<file path="config.mk">
export PLATFORM = sky130hd
export DESIGN_NAME = dmem_arbiter
export DESIGN_NICKNAME = d
export VERILOG_FILES = /design/src/rtl/dmem_arbiter.sv
export SDC_FILE = /design/constraint.sdc
export NUM_CORES = 1
export LEC_CHECK = 0
export BUFFER_PORTS_ARGS = -buffer_cell sky130_fd_sc_hd__buf_2
export CAP_MARGIN = 25
export CORE_AREA = 3 3 114 116
export CTS_BUF_LIST = sky130_fd_sc_hd__clkbuf_8
export DETAILED_ROUTE_END_ITERATION = 7
export DIE_AREA = 0 0 117 119
export GPL_ROUTABILITY_DRIVEN = 0
export GPL_TIMING_DRIVEN = 0
export PLACE_DENSITY_LB_ADDON = 0.08
export SLEW_MARGIN = 10
export SYNTH_ARGS = -nofsm -noshare
export SYNTH_HDL_FRONTEND = slang
export SYNTH_SLANG_ARGS = --single-unit
</file>
<file path="constraint.sdc">
create_clock -name i_clk -period 2.62 [get_ports i_clk]
set_input_delay 0.393 -clock i_clk [delete_from_list [all_inputs] [get_ports i_clk]]
set_output_delay 0.393 -clock i_clk [all_outputs]
set_load 0.1 [all_outputs]
</file>
<file path="src/rtl/dmem_arbiter.sv">
`default_nettype none
// ============================================================================
// Module   : dmem_arbiter
// Purpose  : Shares the single data-memory port between the core load/store
//            path (master 0) and a host/DMA requester (master 1). Master 0 has
//            fixed priority. Master 1 is guaranteed a slot after at most
//            MAX_BURST consecutive master-0 grants while it waits. Read data is
//            returned to the winning master one cycle after its grant.
// Ports    : i_clk, i_rst_n           - clock, synchronous active-low reset
//            i_mN_req/we/addr/wdata   - master N request (level) and payload
//            o_mN_gnt                 - master N granted this cycle (comb)
//            o_mN_rvalid/rdata        - master N read return (registered)
//            o_mem_we/addr/wdata      - memory port drive (comb mux)
//            i_mem_rdata              - memory combinational read data
// Revision : 1.0 - initial release
// ============================================================================
module dmem_arbiter #(
   parameter int ADDR_W    = 32,
   parameter int DATA_W    = 32,
   parameter int MAX_BURST = 4
) (
   input  logic              i_clk,
   input  logic              i_rst_n,
   // master 0 : core load/store path
   input  logic              i_m0_req,
   input  logic              i_m0_we,
   input  logic [ADDR_W-1:0] i_m0_addr,
   input  logic [DATA_W-1:0] i_m0_wdata,
   output logic              o_m0_gnt,
   output logic              o_m0_rvalid,
   output logic [DATA_W-1:0] o_m0_rdata,
   // master 1 : host / DMA
   input  logic              i_m1_req,
   input  logic              i_m1_we,
   input  logic [ADDR_W-1:0] i_m1_addr,
   input  logic [DATA_W-1:0] i_m1_wdata,
   output logic              o_m1_gnt,
   output logic              o_m1_rvalid,
   output logic [DATA_W-1:0] o_m1_rdata,
   // shared memory port
   output logic              o_mem_we,
   output logic [ADDR_W-1:0] o_mem_addr,
   output logic [DATA_W-1:0] o_mem_wdata,
   input  logic [DATA_W-1:0] i_mem_rdata
);

   // Burst limit forced into the 4-bit counter's legal range 1..15 so an
   // out-of-range parameter can never lock master 1 out or overflow.
   localparam logic [3:0] c_MAX_BURST = (MAX_BURST < 1)  ? 4'd1  :
                                        (MAX_BURST > 15) ? 4'd15 :
                                        4'(MAX_BURST);

   // ------------------------------------------------------------------------
   // State
   // ------------------------------------------------------------------------
   logic [3:0]        burst_cnt_q, burst_cnt_d;
   logic              m0_rvalid_q, m0_rvalid_d;
   logic              m1_rvalid_q, m1_rvalid_d;
   logic [DATA_W-1:0] m0_rdata_q,  m0_rdata_d;
   logic [DATA_W-1:0] m1_rdata_q,  m1_rdata_d;

   logic              w_m1_turn;
   logic              w_m0_gnt;
   logic              w_m1_gnt;

   // ------------------------------------------------------------------------
   // Grant decision
   // ------------------------------------------------------------------------
   // Master 1 takes the port under contention only once master 0 has used
   // its full burst allowance. Both grants are gated by reset so nothing can
   // reach memory while the block is held in reset.
   always_comb begin
      w_m1_turn = (burst_cnt_q >= c_MAX_BURST);
      w_m0_gnt  = i_rst_n & i_m0_req & (~i_m1_req | ~w_m1_turn);
      w_m1_gnt  = i_rst_n & i_m1_req & (~i_m0_req |  w_m1_turn);
   end

   assign o_m0_gnt = w_m0_gnt;
   assign o_m1_gnt = w_m1_gnt;

   // ------------------------------------------------------------------------
   // Memory port mux: idle port is driven to all zeros
   // ------------------------------------------------------------------------
   always_comb begin
      o_mem_we    = 1'b0;
      o_mem_addr  = '0;
      o_mem_wdata = '0;
      if (w_m0_gnt) begin
         o_mem_we    = i_m0_we;
         o_mem_addr  = i_m0_addr;
         o_mem_wdata = i_m0_wdata;
      end else if (w_m1_gnt) begin
         o_mem_we    = i_m1_we;
         o_mem_addr  = i_m1_addr;
         o_mem_wdata = i_m1_wdata;
      end
   end

   // ------------------------------------------------------------------------
   // Starvation counter
   // ------------------------------------------------------------------------
   // Counts master-0 grants taken while master 1 is waiting. Any cycle where
   // master 1 is not requesting (including a withdrawn request) or is served
   // restarts the count, so each new wait gets the full allowance.
   always_comb begin
      burst_cnt_d = burst_cnt_q;
      if (!i_m1_req || w_m1_gnt) begin
         burst_cnt_d = 4'd0;
      end else if (w_m0_gnt && (burst_cnt_q < c_MAX_BURST)) begin
         burst_cnt_d = burst_cnt_q + 4'd1;
      end
   end

   // ------------------------------------------------------------------------
   // Read return
   // ------------------------------------------------------------------------
   // rvalid pulses for the single cycle after a granted read; rdata only
   // updates on such a read and otherwise keeps the last returned word.
   always_comb begin
      m0_rvalid_d = w_m0_gnt & ~i_m0_we;
      m1_rvalid_d = w_m1_gnt & ~i_m1_we;
      m0_rdata_d  = m0_rvalid_d ? i_mem_rdata : m0_rdata_q;
      m1_rdata_d  = m1_rvalid_d ? i_mem_rdata : m1_rdata_q;
   end

   always_ff @(posedge i_clk) begin
      if (!i_rst_n) begin
         burst_cnt_q <= 4'd0;
         m0_rvalid_q <= 1'b0;
         m1_rvalid_q <= 1'b0;
         m0_rdata_q  <= '0;
         m1_rdata_q  <= '0;
      end else begin
         burst_cnt_q <= burst_cnt_d;
         m0_rvalid_q <= m0_rvalid_d;
         m1_rvalid_q <= m1_rvalid_d;
         m0_rdata_q  <= m0_rdata_d;
         m1_rdata_q  <= m1_rdata_d;
      end
   end

   assign o_m0_rvalid = m0_rvalid_q;
   assign o_m1_rvalid = m1_rvalid_q;
   assign o_m0_rdata  = m0_rdata_q;
   assign o_m1_rdata  = m1_rdata_q;

endmodule
`default_nettype wire

</file>
* After elaboration in Yosys (flattened, before gate mapping)
Cells that the tools add are included.
** Cells by class
- Add/subtract/negate cells :: 1
- Multipliers :: 0
- Div/mod/pow operators :: 0
- Order comparisons :: 2
- Eq/ne operators :: 0
- Shifts and indexed selects :: 0
- Mux-type cells :: 6
- Bitwise operators :: 14
- Reductions and logical operators :: 4
** Operator list (number)
- 32-bit 2-to-1 mux :: 4
- 1-bit AND :: 6
- 1-bit NOT :: 6
- 4-bit by 1-bit adder with 4-bit output, second input constant :: 1
- 4-bit by 3-bit greater-or-equal comparator with 1-bit output, second input constant :: 1
- 4-bit by 3-bit < comparator with 1-bit output, second input constant :: 1
- 1-bit 2-to-1 mux :: 2
- 1-bit bitwise OR :: 2
- 2-bit OR reduction :: 1
- 1-bit logical AND :: 1
- 1-bit logical NOT :: 1
- 1-bit logical OR :: 1
** Storage, ports and cells
- Bits in registers :: 70
- Bits in latches :: 0
- Memory bits (writable) :: 0
- ROM bits :: 0
- Output and inout bits :: 133
- Memories :: 0

* Logic depth before layout (Yosys ltp)
- Depth after elaboration :: 5
- Gate-level depth with buffers :: 6
- Depth with buffers taken out :: 3

* Worst setup path after synthesis
Ideal clock, no wire load.
- Path kind :: input port to output port
- From :: input port i_rst_n
- To :: output port o_mem_addr[15]
- Data arrival time :: 2.079 ns
- Required time :: 2.227 ns
- Path slack :: 0.148 ns
- Stages :: 5
- Buffers on the path :: 2
- Cell sequence :: buf_4 nand2_2 nor2_2 buf_2 a22o_1
** On the way
- Longest elaborated chain between the ends :: 4
** RTL lines
- start, declared :: line 23 : input logic i_rst_n,
- 1-bit AND (2 in series) :: line 75 : w_m1_gnt = i_rst_n & i_m1_req & (~i_m0_req | w_m1_turn);
- named net o_m1_gnt :: line 37 : output logic o_m1_gnt,
- 32-bit 2-to-1 mux :: line 92 : end else if (w_m1_gnt) begin
- 32-bit 2-to-1 mux :: line 88 : if (w_m0_gnt) begin
- end, declared :: line 42 : output logic [ADDR_W-1:0] o_mem_addr,
The timed path passes the listed nets, and every way through them passes these cells.

* Worst setup path after layout
- From :: register burst_cnt_q[3]
- To :: output port o_mem_wdata[29]
** On the way
- Longest elaborated chain between the ends :: 5
** RTL lines
- start, declared :: line 56 : logic [3:0] burst_cnt_q, burst_cnt_d;
- start signal, assigned :: line 134 : burst_cnt_q <= burst_cnt_d;
- 4-bit by 3-bit greater-or-equal comparator with 1-bit output (*) :: line 73 : w_m1_turn = (burst_cnt_q >= c_MAX_BURST);
- 1-bit bitwise OR / 1-bit NOT (equally long branches) :: line 75, 74
- 1-bit AND / 1-bit bitwise OR (equally long branches) :: line 75, 74
- 32-bit 2-to-1 mux / 1-bit AND (equally long branches) :: line 92, 74
- 32-bit 2-to-1 mux (*) :: line 88
- end, declared :: line 43 : output logic [DATA_W-1:0] o_mem_wdata,
Every way passes the cells marked *; elsewhere a longest branch is shown, timed or not.

==> flow_summary_export.csv <==
group,metric,value,unit
run_status,outcome,"finished, final reports clean",
power_and_ir_drop,p_sw_share,42.0,%
power_and_ir_drop,p_leak,2.96,nW
sta,rsz0062_at_grt,"no",
detailed_routing,finalWirelength,15700,µm
sta,slew_violations,0,
sta,worst_pin_slew,0.599,ns
finish,stdcell_area,5210,µm²
die,die-width,117,µm
worst_hold_path,min_delay_path_depth,3,
synth,synth.distinct_cells,23,
finish,num_antenna_cells,0,
die,dieArea,13900,µm²
cts,cts-resized-gates,0,
die,fp.dieH,119,µm
flow_run,cap_violations,0,
die,num_rows,40,
sta,timing.fmax,0.403,GHz
finish,final_cell_mix,"buf_2, nand2_1, dfxtp_1",
placement,dpl-instance-area,4990,µm²
critical_path,setup.worst_path.class,"flip-flop to output port",
worst_hold_path,min_from,"i_mem_rdata[6]",
power_and_ir_drop,clkPwrFrac,29.2,%
critical_path,reg2reg_slack,1.18,ns
detailed_routing,drt_iter0_drc,149,
cts,htreeDepth,3,
finish,syn2layout_area_growth,56.9,%
power_and_ir_drop,power_density,631,nW/µm²
power_and_ir_drop,switchingPower,1.38,mW
synth,avgSynthCellArea,9.73,µm²
power_and_ir_drop,p_int,1.90,mW
sta,setup-tns-final,0,ns
critical_path,start_kind,"flip-flop",
synth,synth_seq_cells,70,
critical_path,r2r_cells,4,
cts,cts_setup_buffers,0,
finish,utilization,43.3,%
sta,slew_headroom,60.3,%
global_route,antenna_found_initial,0,
cts,clkSinkCount,70,
power_and_ir_drop,vdd_drop_max,300,µV
cts,cts_tree,"yes",
cts,clock_latency,0.34,ns
cts,numCtsBuffers,9,
critical_path,required,2.23,ns
critical_path,critPathArrivalTime,2.09,ns
finish,drive_gt1_share,52.1,%
detailed_routing,viasPerCell,4.71,
cts,postCtsHoldBufs,0,
detailed_routing,postRouteAntennaNets,0,
critical_path,worst-path-max-fanout,10,
die,ioPinCount,299,
die,start_util,27.6,%
power_and_ir_drop,p_comb_share,36.9,%
synth,syn_area,3320,µm²
sta,final-setup-viol-count,0,
critical_path,r2r_start,"burst_cnt_q[2]",
power_and_ir_drop,power_frac_seq,33.8,%
global_route,grt_pass1_vias,3751,
synth,synth_nets,508,
detailed_routing,vias,3767,
placement,port_buffers,297,
cts,ctsLongestPathBuffers,2,
finish,layout_commonest_cell,"buf_2",
synth,syn_inst,341,
finish,instances_no_fill,800,
placement,dp_cells,785,
critical_path,timing.rr.end,"o_m1_rdata[25]",
die,core,12000,µm²
placement,dpl.hpwl,13200,µm
finish,nets,816,
worst_hold_path,min_path_type,"input pin to flip-flop",
global_route,overflow,0,
worst_hold_path,holdPathEnd,"o_m0_rdata[6]",
cts,clkTransAtPathRegs,0.08,ns
sta,fin_worst_skew,0.00932,ns
detailed_routing,avgRoutedWirePerCell,19.6,µm
global_route,grt_usage,21.4,%
detailed_routing,drcViolationCount,0,
sta,hold_viol,0,
critical_path,cp-end-kind,"output port",
sta,period_needed,2.48,ns
global_route,grt_pass1_wl,21900,µm
cts,clock-root-buffer,"clkbuf_8",
detailed_routing,dr.pass1.iters,6,
synth,yosysWarnings,0,
synth,ys_seq_area_share,42.2,%
global_route,grt_max_degree,12,
sta,finalCritPeriodShare,94.7,%
[cell families after synthesis]
family,Yosys count,share of synthesized area (%)
multiplexers,64,19.3
AO/OA/AOI/OAI,66,17.3
flip-flops,70,42.2
adder cells (fa/ha/maj),1,0.377
AND/OR/NAND/NOR,107,13.8
buffers and inverters,32,6.82
other,1,0.113
[per-stage QoR]
| stage | hold slack, ns | setup slack, ns | power, mW |
|---|---|---|---|
| after floorplan | 0.398 | 0.148 | 2.05 |
| after global placement | 0.409 | 0.184 | 2.35 |
| after detailed placement | 0.419 | 0.204 | 2.35 |
| after CTS | 0.297 | 0.0358 | 3.32 |
| after global routing | 0.299 | 0.00435 | 3.41 |
| final | 0.314 | 0.140 | 3.28 |
[cells in the mapped netlist (all sizes together)]
cell type	n	share of area (%)
conb	1	0.11
buf	24	5.9
clkbuf	7	0.79
o21ai	1	0.15
mux2i	64	19
nor3	1	0.49
nor2b	1	0.19
and3	2	0.53
nor2	1	0.19
and2	2	0.38
ha	1	0.38
dfxtp	70	42
inv	1	0.11
nand2	98	11
and3b	1	0.26
a22o	65	17
nor3b	1	0.57
[layer usage]
layer  track usage (%)  vias to the layer above  wire, µm
met2              32.1                      175      6800
met1              26.0                     1747      6460
met5                 0                        -         0
met3              12.0                       19      2000
met4              6.38                        0       412
li1                  -                     1826         -
[state kept, by name (all words and copies together) (netlist names)]
register and count:
o_m1_rdata 32, o_m1_rvalid 1, o_m0_rvalid 1, burst_cnt_q 4, o_m0_rdata 32
[critical path, cell delays in order, from the launching register on]
cell and delay (ns):
dfxtp_1 0.34, o21ai_1 0.20, and3_4 0.22, buf_6 0.15
buf_6 0.15, a22o_1 0.19, buf_2 0.48
[area by class of cell]
cell class	instances	area [µm²]
buffer	31	224
clock buffer	10	138
clock inverter	5	76.3
fill	1249	6810
inverter	1	3.75
multi-input combinational	239	1690
sequential	70	1400
tap	147	184
timing repair buffer	297	1490
[power by group through the flow]
stage	registers, mW	logic [mW]	clock network, mW
2_1_floorplan	1.36	0.697	0
3_3_place_gp	1.13	1.21	0
3_5_place_dp	1.14	1.21	0
4_1_cts	1.11	1.22	0.986
5_1_grt	1.12	1.26	1.04
6_report	1.11	1.21	0.960
[how the worst max path moves through the flow]
stage / from / endpoint / slack, ns / cells past startpoint
2_1_floorplan: i_rst_n / o_mem_addr[15] / 0.15 / 5
3_3_place_gp: i_m0_req / o_mem_addr[27] / 0.18 / 6
6_report: burst_cnt_q[3] / o_mem_wdata[29] / 0.14 / 6
3_5_place_dp: i_m0_req / o_mem_addr[27] / 0.20 / 6
5_1_grt: burst_cnt_q[3] / o_mem_wdata[8] / 0.004 / 6
4_1_cts: burst_cnt_q[2] / o_mem_addr[27] / 0.04 / 5
Power figures use the tool's default switching activity.
